--- src/rtl/rsa_pkg.sv ---
// Shared definitions for the systolic-array output drain: combine modes,
// per-row occupancy states and saturation bounds.
package rsa_pkg;

  typedef enum logic [1:0] {
    RSA_MODE_C    = 2'b00,
    RSA_MODE_ADD  = 2'b01,
    RSA_MODE_SUB  = 2'b10,
    RSA_MODE_RSUB = 2'b11
  } rsa_mode_e;

  typedef enum logic [1:0] {
    ROW_EMPTY,
    ROW_PARTIAL,
    ROW_FULL
  } row_state_e;

  // Largest signed value of a dw-bit word, zero-extended to 64 bits.
  function automatic logic [63:0] rsa_sat_max(input int unsigned dw);
    return (64'd1 << (dw - 1)) - 64'd1;
  endfunction

  // Smallest signed value of a dw-bit word, sign-extended to 64 bits.
  function automatic logic [63:0] rsa_sat_min(input int unsigned dw);
    return ~((64'd1 << (dw - 1)) - 64'd1);
  endfunction

endpackage

--- src/rtl/rsa_row_fifo.sv ---
// First-word-fall-through FIFO for one array row; occupancy tracked
// separately from the wrapping read/write pointers.
module rsa_row_fifo
  import rsa_pkg::*;
#(
  parameter int unsigned RSA_DW = 32,
  parameter int unsigned DEPTH  = 8
) (
  input  logic                     clk,
  input  logic                     sys_rst,
  input  logic                     flush,
  input  logic                     push,
  input  logic                     pop,
  input  logic [RSA_DW-1:0]        wdata,
  output logic [RSA_DW-1:0]        head,
  output logic                     full,
  output logic                     empty,
  output logic [$clog2(DEPTH):0]   count
);

  localparam int unsigned AW = $clog2(DEPTH);
  localparam logic [AW:0] FULL_CNT = (AW + 1)'(DEPTH);

  logic [RSA_DW-1:0] mem [DEPTH];
  logic [AW-1:0]     wr_ptr;
  logic [AW-1:0]     rd_ptr;
  row_state_e        state;
  logic              do_push;
  logic              do_pop;

  // Occupancy state decoded from the count.
  always_comb begin
    state = ROW_PARTIAL;
    if (count == '0)
      state = ROW_EMPTY;
    else if (count == FULL_CNT)
      state = ROW_FULL;
  end

  assign full  = (state == ROW_FULL);
  assign empty = (state == ROW_EMPTY);

  // A full row still accepts a push when the same edge pops it.
  assign do_pop  = pop & ~empty & ~flush;
  assign do_push = push & (~full | do_pop) & ~flush;

  // Pointer and occupancy bookkeeping; flush empties the row.
  always_ff @(posedge clk or negedge sys_rst) begin
    if (!sys_rst) begin
      wr_ptr <= '0;
      rd_ptr <= '0;
      count  <= '0;
    end else if (flush) begin
      wr_ptr <= '0;
      rd_ptr <= '0;
      count  <= '0;
    end else begin
      if (do_push) wr_ptr <= wr_ptr + 1'b1;
      if (do_pop)  rd_ptr <= rd_ptr + 1'b1;
      case ({do_push, do_pop})
        2'b10:   count <= count + 1'b1;
        2'b01:   count <= count - 1'b1;
        default: count <= count;
      endcase
    end
  end

  // Storage array; contents are don't-care until written.
  always_ff @(posedge clk) begin
    if (do_push) mem[wr_ptr] <= wdata;
  end

  assign head = empty ? '0 : mem[rd_ptr];

endmodule

--- src/rtl/rsa_drain.sv ---
// Output drain for the systolic PE array: registered per-row combine with
// optional saturation, then per-row deskew FIFOs popped as one aligned column.
module rsa_drain
  import rsa_pkg::*;
#(
  parameter int unsigned X      = 4,
  parameter int unsigned RSA_DW = 32,
  parameter int unsigned DEPTH  = 8,
  parameter bit          SAT    = 1'b1
) (
  input  logic                            clk,
  input  logic                            sys_rst,
  input  logic                            flush,
  input  logic [X-1:0]                    in_val,
  input  logic [X*RSA_DW-1:0]             in_data,
  input  logic [X*RSA_DW-1:0]             M_data,
  input  logic [2*X-1:0]                  row_mode,
  output logic                            out_val,
  input  logic                            out_rdy,
  output logic [X*RSA_DW-1:0]             out_data,
  output logic [X-1:0]                    ovf_flag,
  output logic [X-1:0]                    drop_flag,
  output logic [X*($clog2(DEPTH)+1)-1:0]  row_cnt
);

  localparam int unsigned CW = $clog2(DEPTH) + 1;
  localparam logic [63:0] MAX64 = rsa_sat_max(RSA_DW);
  localparam logic [63:0] MIN64 = rsa_sat_min(RSA_DW);
  localparam logic [RSA_DW-1:0] MAX_V = MAX64[RSA_DW-1:0];
  localparam logic [RSA_DW-1:0] MIN_V = MIN64[RSA_DW-1:0];

  logic [X-1:0]      cmb_val;
  logic [RSA_DW-1:0] cmb_data [X];
  logic [RSA_DW-1:0] nxt_data [X];
  logic [X-1:0]      nxt_ovf;
  logic [RSA_DW:0]   c_x;
  logic [RSA_DW:0]   m_x;
  logic [RSA_DW:0]   r_x;
  logic [X-1:0]      full;
  logic [X-1:0]      empty;
  logic              pop;

  // Per-row combine at RSA_DW+1 bits; a sign/carry disagreement is overflow.
  always_comb begin
    nxt_ovf = '0;
    c_x     = '0;
    m_x     = '0;
    r_x     = '0;
    for (int unsigned i = 0; i < X; i++) begin
      nxt_data[i] = '0;
    end
    for (int unsigned i = 0; i < X; i++) begin
      c_x = {in_data[i*RSA_DW+RSA_DW-1], in_data[i*RSA_DW +: RSA_DW]};
      m_x = {M_data[i*RSA_DW+RSA_DW-1], M_data[i*RSA_DW +: RSA_DW]};
      case (rsa_mode_e'(row_mode[2*i +: 2]))
        RSA_MODE_ADD:  r_x = c_x + m_x;
        RSA_MODE_SUB:  r_x = c_x - m_x;
        RSA_MODE_RSUB: r_x = m_x - c_x;
        default:       r_x = c_x;
      endcase
      nxt_ovf[i] = r_x[RSA_DW] ^ r_x[RSA_DW-1];
      if (nxt_ovf[i] && SAT)
        nxt_data[i] = r_x[RSA_DW] ? MIN_V : MAX_V;
      else
        nxt_data[i] = r_x[RSA_DW-1:0];
    end
  end

  assign out_val = ~|empty;
  assign pop     = out_val & out_rdy;

  // Combine register and sticky flags; flush discards the current input.
  always_ff @(posedge clk or negedge sys_rst) begin
    if (!sys_rst) begin
      cmb_val   <= '0;
      ovf_flag  <= '0;
      drop_flag <= '0;
      for (int unsigned i = 0; i < X; i++) cmb_data[i] <= '0;
    end else if (flush) begin
      cmb_val   <= '0;
      ovf_flag  <= '0;
      drop_flag <= '0;
      for (int unsigned i = 0; i < X; i++) cmb_data[i] <= '0;
    end else begin
      cmb_val   <= in_val;
      ovf_flag  <= ovf_flag | (in_val & nxt_ovf);
      drop_flag <= drop_flag | (cmb_val & full & ~{X{pop}});
      for (int unsigned i = 0; i < X; i++) begin
        if (in_val[i]) cmb_data[i] <= nxt_data[i];
      end
    end
  end

  for (genvar g = 0; g < X; g++) begin : g_row
    rsa_row_fifo #(
      .RSA_DW (RSA_DW),
      .DEPTH  (DEPTH)
    ) u_fifo (
      .clk     (clk),
      .sys_rst (sys_rst),
      .flush   (flush),
      .push    (cmb_val[g]),
      .pop     (pop),
      .wdata   (cmb_data[g]),
      .head    (out_data[g*RSA_DW +: RSA_DW]),
      .full    (full[g]),
      .empty   (empty[g]),
      .count   (row_cnt[g*CW +: CW])
    );
  end

endmodule

--- config.mk ---
export PLATFORM = sky130hd
export DESIGN_NAME = rsa_drain
export DESIGN_NICKNAME = d
export VERILOG_FILES = /design/src/rtl/rsa_pkg.sv /design/src/rtl/rsa_row_fifo.sv /design/src/rtl/rsa_drain.sv
export SDC_FILE = /design/constraint.sdc
export NUM_CORES = 2
export LEC_CHECK = 0
export BUFFER_PORTS_ARGS = -buffer_cell sky130_fd_sc_hd__buf_2
export CORE_AREA = 4 4 433 328
export DETAILED_ROUTE_END_ITERATION = 8
export DIE_AREA = 0 0 437 332
export HOLD_SLACK_MARGIN = 0.15
export PLACE_DENSITY_LB_ADDON = 0.1
export SLEW_MARGIN = 10
export SYNTH_ARGS = -nofsm -noshare
export SYNTH_HDL_FRONTEND = slang
export SYNTH_HIERARCHICAL = 1
export SYNTH_SLANG_ARGS = --single-unit
--- constraint.sdc ---
create_clock -name clk -period 6.6 [get_ports clk]
set_input_delay 0.33 -clock clk [delete_from_list [all_inputs] [get_ports clk]]
set_output_delay 0.33 -clock clk [all_outputs]
set_load 0.02 [all_outputs]
==> impl_metrics.py <==
metrics = {
    "timing": {
        "post-route-min-period_ps": 6090,
        "holdWs_ps": 190,
        "worst_slew_pin_slew_ps": 1190,
        "slew_headroom_pct": 20.3,
        "hold_viol": 0,
        "setup_viol": 0,
        "drv_slew": 0,
        "finalCritPeriodShare_pct": 92.3,
        "fmax_mhz": 164,
        "fin_tns_setup_ps": 0,
        "rsz0062_at_grt": "no",
        "finClkSkew_ps": 42.1,
        "setup_slack_ps": 510,
    },
    "logic_synthesis": {
        "synthFlopType": "edfxtp_1",
        "synth_cell_type_count": 84,
        "ys_ff_latch": 1204,
        "yosysSeqAreaShare_pct": 53.7,
        "syn_nets": 5868,
        "synth_edf_count": 1024,
        "syn_area_um2": 65600,
        "syn_inst": 5310,
        "avgSynthCellArea_um2": 12.4,
        "async_flop_share_pct": 15.0,
        "ys_warn_count": 6,
    },
    "critical_path": {
        "path_cells": "dlygate4sd3_1 -> buf_2 -> or3_1 -> or4b_1 -> or3_1 -> nor4_1 -> nand2_1 -> or3_1 -> o31ai_1 -> xor2_1 -> ha_1 -> nand4_1 -> nor2_1 -> a211oi_1 -> o21bai_1 -> a21oi_1 -> o21bai_1 -> a221oi_1 -> xnor2_1 -> a21oi_1 -> nor2_2 -> a221o_1",
        "reg2reg_depth": 11,
        "reg2reg_from": "g_row[0].u_fifo/count[1]$_DFFE_PN0P_",
        "slowest_stage": "nor2_2",
        "reg2reg_to": "g_row[3].u_fifo/mem[5][28]$_DFFE_PP_",
        "endpoint_kind": "flop",
        "arrival_ps": 6740,
        "cp_top_family": "simple AND/OR/NAND/NOR gates",
        "crit_buf_inv": 2,
        "slowest_delay_ps": 910,
        "startpoint_type": "input port",
        "crit_required_ps": 7250,
        "critPathMostFrequentCell": "or3_1",
        "r2r_slack_ps": 2010,
        "critPathMaxFanout": 31,
        "critPathKind": "input port to flop",
    },
    "clocking": {
        "postCtsSetupRepairBufs": 0,
        "cts_num_sinks": 1204,
        "insertion_delay_ps": 740,
        "htree_levels": 3,
        "ctsResizeCount": 0,
        "clk_pin_slew_ps": 60,
        "clk_path_buf_depth": 3,
        "cts_tree": "built",
        "cts_root_buf": "clkbuf_16",
        "holdBufCountCts": 34,
        "cts_buffers": 119,
    },
    "global_routing": {
        "grt_pass1_vias": 43287,
        "grt_max_degree": 67,
        "antenna_found_initial": 5,
        "grt-ovfl-total": 0,
        "grt.total_usage_pct": 23.7,
        "grt_pass1_wl_mm": 267,
    },
    "placed_design": {
        "place_area_um2": 70200,
        "placed_cells": 7455,
        "place.gp.congestion": 0.924,
        "portBuffers": 424,
        "pre_cts_ws_ps": -102,
        "dpl.hpwl_mm": 125,
    },
    "floorplan": {
        "io_pins": 425,
        "rows": 118,
        "initial_core_util_pct": 47.7,
        "die_y_um": 332,
        "die_w_um": 437,
        "dieArea_um2": 145000,
        "coreArea_um2": 138000,
    },
    "hold_path": {
        "worstHoldPathType": "input port to flop",
        "hold_start": "in_data[27]",
        "hold_end": "cmb_data[123]$_DFFE_PN0P_",
        "holdPathStages": 5,
    },
    "finish": {
        "final_area_um2": 74500,
        "drive_gt1_share_pct": 18.2,
        "syn2layout_area_growth_pct": 13.5,
        "final_core_util_pct": 54.1,
        "finalNonFillerCells": 7715,
        "final_common_cell": "edfxtp_1",
        "mostFrequentLayoutCells": "edfxtp_1, nor2_1, buf_2",
        "nets": 6308,
    },
    "route": {
        "first_pass_iters": 5,
        "drt-vias-per-instance": 5.83,
        "wire_per_inst_um": 22.9,
        "vias": 45004,
        "wirelength_mm": 177,
        "drcViolationCount": 0,
        "antenna_left": 0,
        "initialDrtViolationCount": 3809,
    },
    "pwr": {
        "power_leakage_nw": 28.1,
        "power.density_nw_per_um2": 255,
        "finalPower_mw": 19.0,
        "vdd_drop_max_mv": 0.239,
    },
    "job": {
        "cap_violations": 0,
    },
    "outcome": {
        "status": "finished, final reports clean",
    },
}
area by class of cell:
type | count | area (um2)
Inverter | 239 | 917
Fill cell | 11797 | 63100
Clock buffer | 148 | 3210
Tap cell | 1860 | 2330
Multi-Input combinational cell | 3628 | 28700
Sequential cell | 1204 | 35300
Antenna cell | 3 | 7.51
Clock inverter | 75 | 731
Timing Repair Buffer | 558 | 3280
cell families (layout without fill, tap and decap cells):
group,Yosys count,count (layout),share of synthesized area [%]
AOI/OAI and AO/OA,1249,1249,12.2
xor gates and xnor gates,368,368,4.91
adders and majority gates,286,286,5.54
buffers and inverters,478,1020,2.93
DFF,1204,1204,53.7
muxes,437,437,11.6
other,0,3,0
and+or+nand+nor,1288,1288,9.12
layer usage:
metal | track usage, % | share of wire, %
met1 | 36.4 | 47
met2 | 36.6 | 45
met3 | 3.03 | 5.6
met4 | 4.45 | 1.7
met5 | 0 | 0.0074
power by group:
group	total [mW]	switching [mW]	internal, mW
Clock	6.73	2.84	3.89
Sequential	9.13	0.428	8.70
Combinational	3.11	1.89	1.22
worst register-to-register path, cell delays in order (launching register included):
cell,delay [ps]
dfrtp_1,530
or4_4,250
clkinv_4,300
nor4_1,380
buf_4,200
nand2_1,60
buf_4,170
inv_1,330
o21ai_1,220
or3b_2,630
nor2_4,830
buf_4,360
sequential cells by signal (all words and copies together) (netlist names):
| register | count |
|---|---|
| cmb_data | 128 |
| cmb_val | 4 |
| drop_flag | 4 |
| g_row.u_fifo/count | 16 |
| g_row.u_fifo/mem | 1024 |
| g_row.u_fifo/rd_ptr | 12 |
| g_row.u_fifo/wr_ptr | 12 |
| ovf_flag | 4 |
worst max path at each step:
stage | from | to | slack [ps] | depth (start not counted)
floorplan | g_row[1].u_fifo/count[0]$_DFFE_PN0P_ | g_row[0].u_fifo/mem[1][0]$_DFFE_PP_ | 820 | 11
detailed placement | in_data[68] | cmb_data[62]$_DFFE_PN0P_ | -100 | 23
CTS | in_data[64] | cmb_data[62]$_DFFE_PN0P_ | 510 | 23
global route | in_data[64] | cmb_data[34]$_DFFE_PN0P_ | 40 | 22
finish | in_data[64] | cmb_data[34]$_DFFE_PN0P_ | 510 | 22
global placement | in_data[68] | cmb_data[62]$_DFFE_PN0P_ | -120 | 23
synth_stat cells, types with 14 or more instances:
master	count	share of area (%)
buf_1	20	0.11
mux4_2	256	8.8
nor4_1	21	0.20
dfrtp_1	180	6.9
nand2b_1	49	0.47
buf_2	31	0.24
nand4_1	35	0.33
xnor2_1	184	2.5
and3_1	32	0.30
a31oi_1	40	0.38
o21a_1	34	0.39
nor2_1	468	2.7
and2_1	21	0.20
inv_1	235	1.3
nand3_1	72	0.55
nor2b_1	67	0.64
o211ai_1	27	0.31
a211o_1	14	0.19
xor2_1	184	2.5
edfxtp_1	1024	47
ha_1	278	5.3
o21ai_0	276	2.1
nor3_1	68	0.52
o31ai_1	42	0.48
mux2i_1	173	2.6
a211oi_1	101	1.2
nand2_1	350	2.0
a221o_1	38	0.58
a22oi_1	19	0.22
o21bai_1	27	0.31
a21o_1	127	1.5
a21oi_1	359	2.7
or3_1	26	0.25
clkbuf_1	179	1.0
No activity file was read; power rests on OpenSTA's default activity.
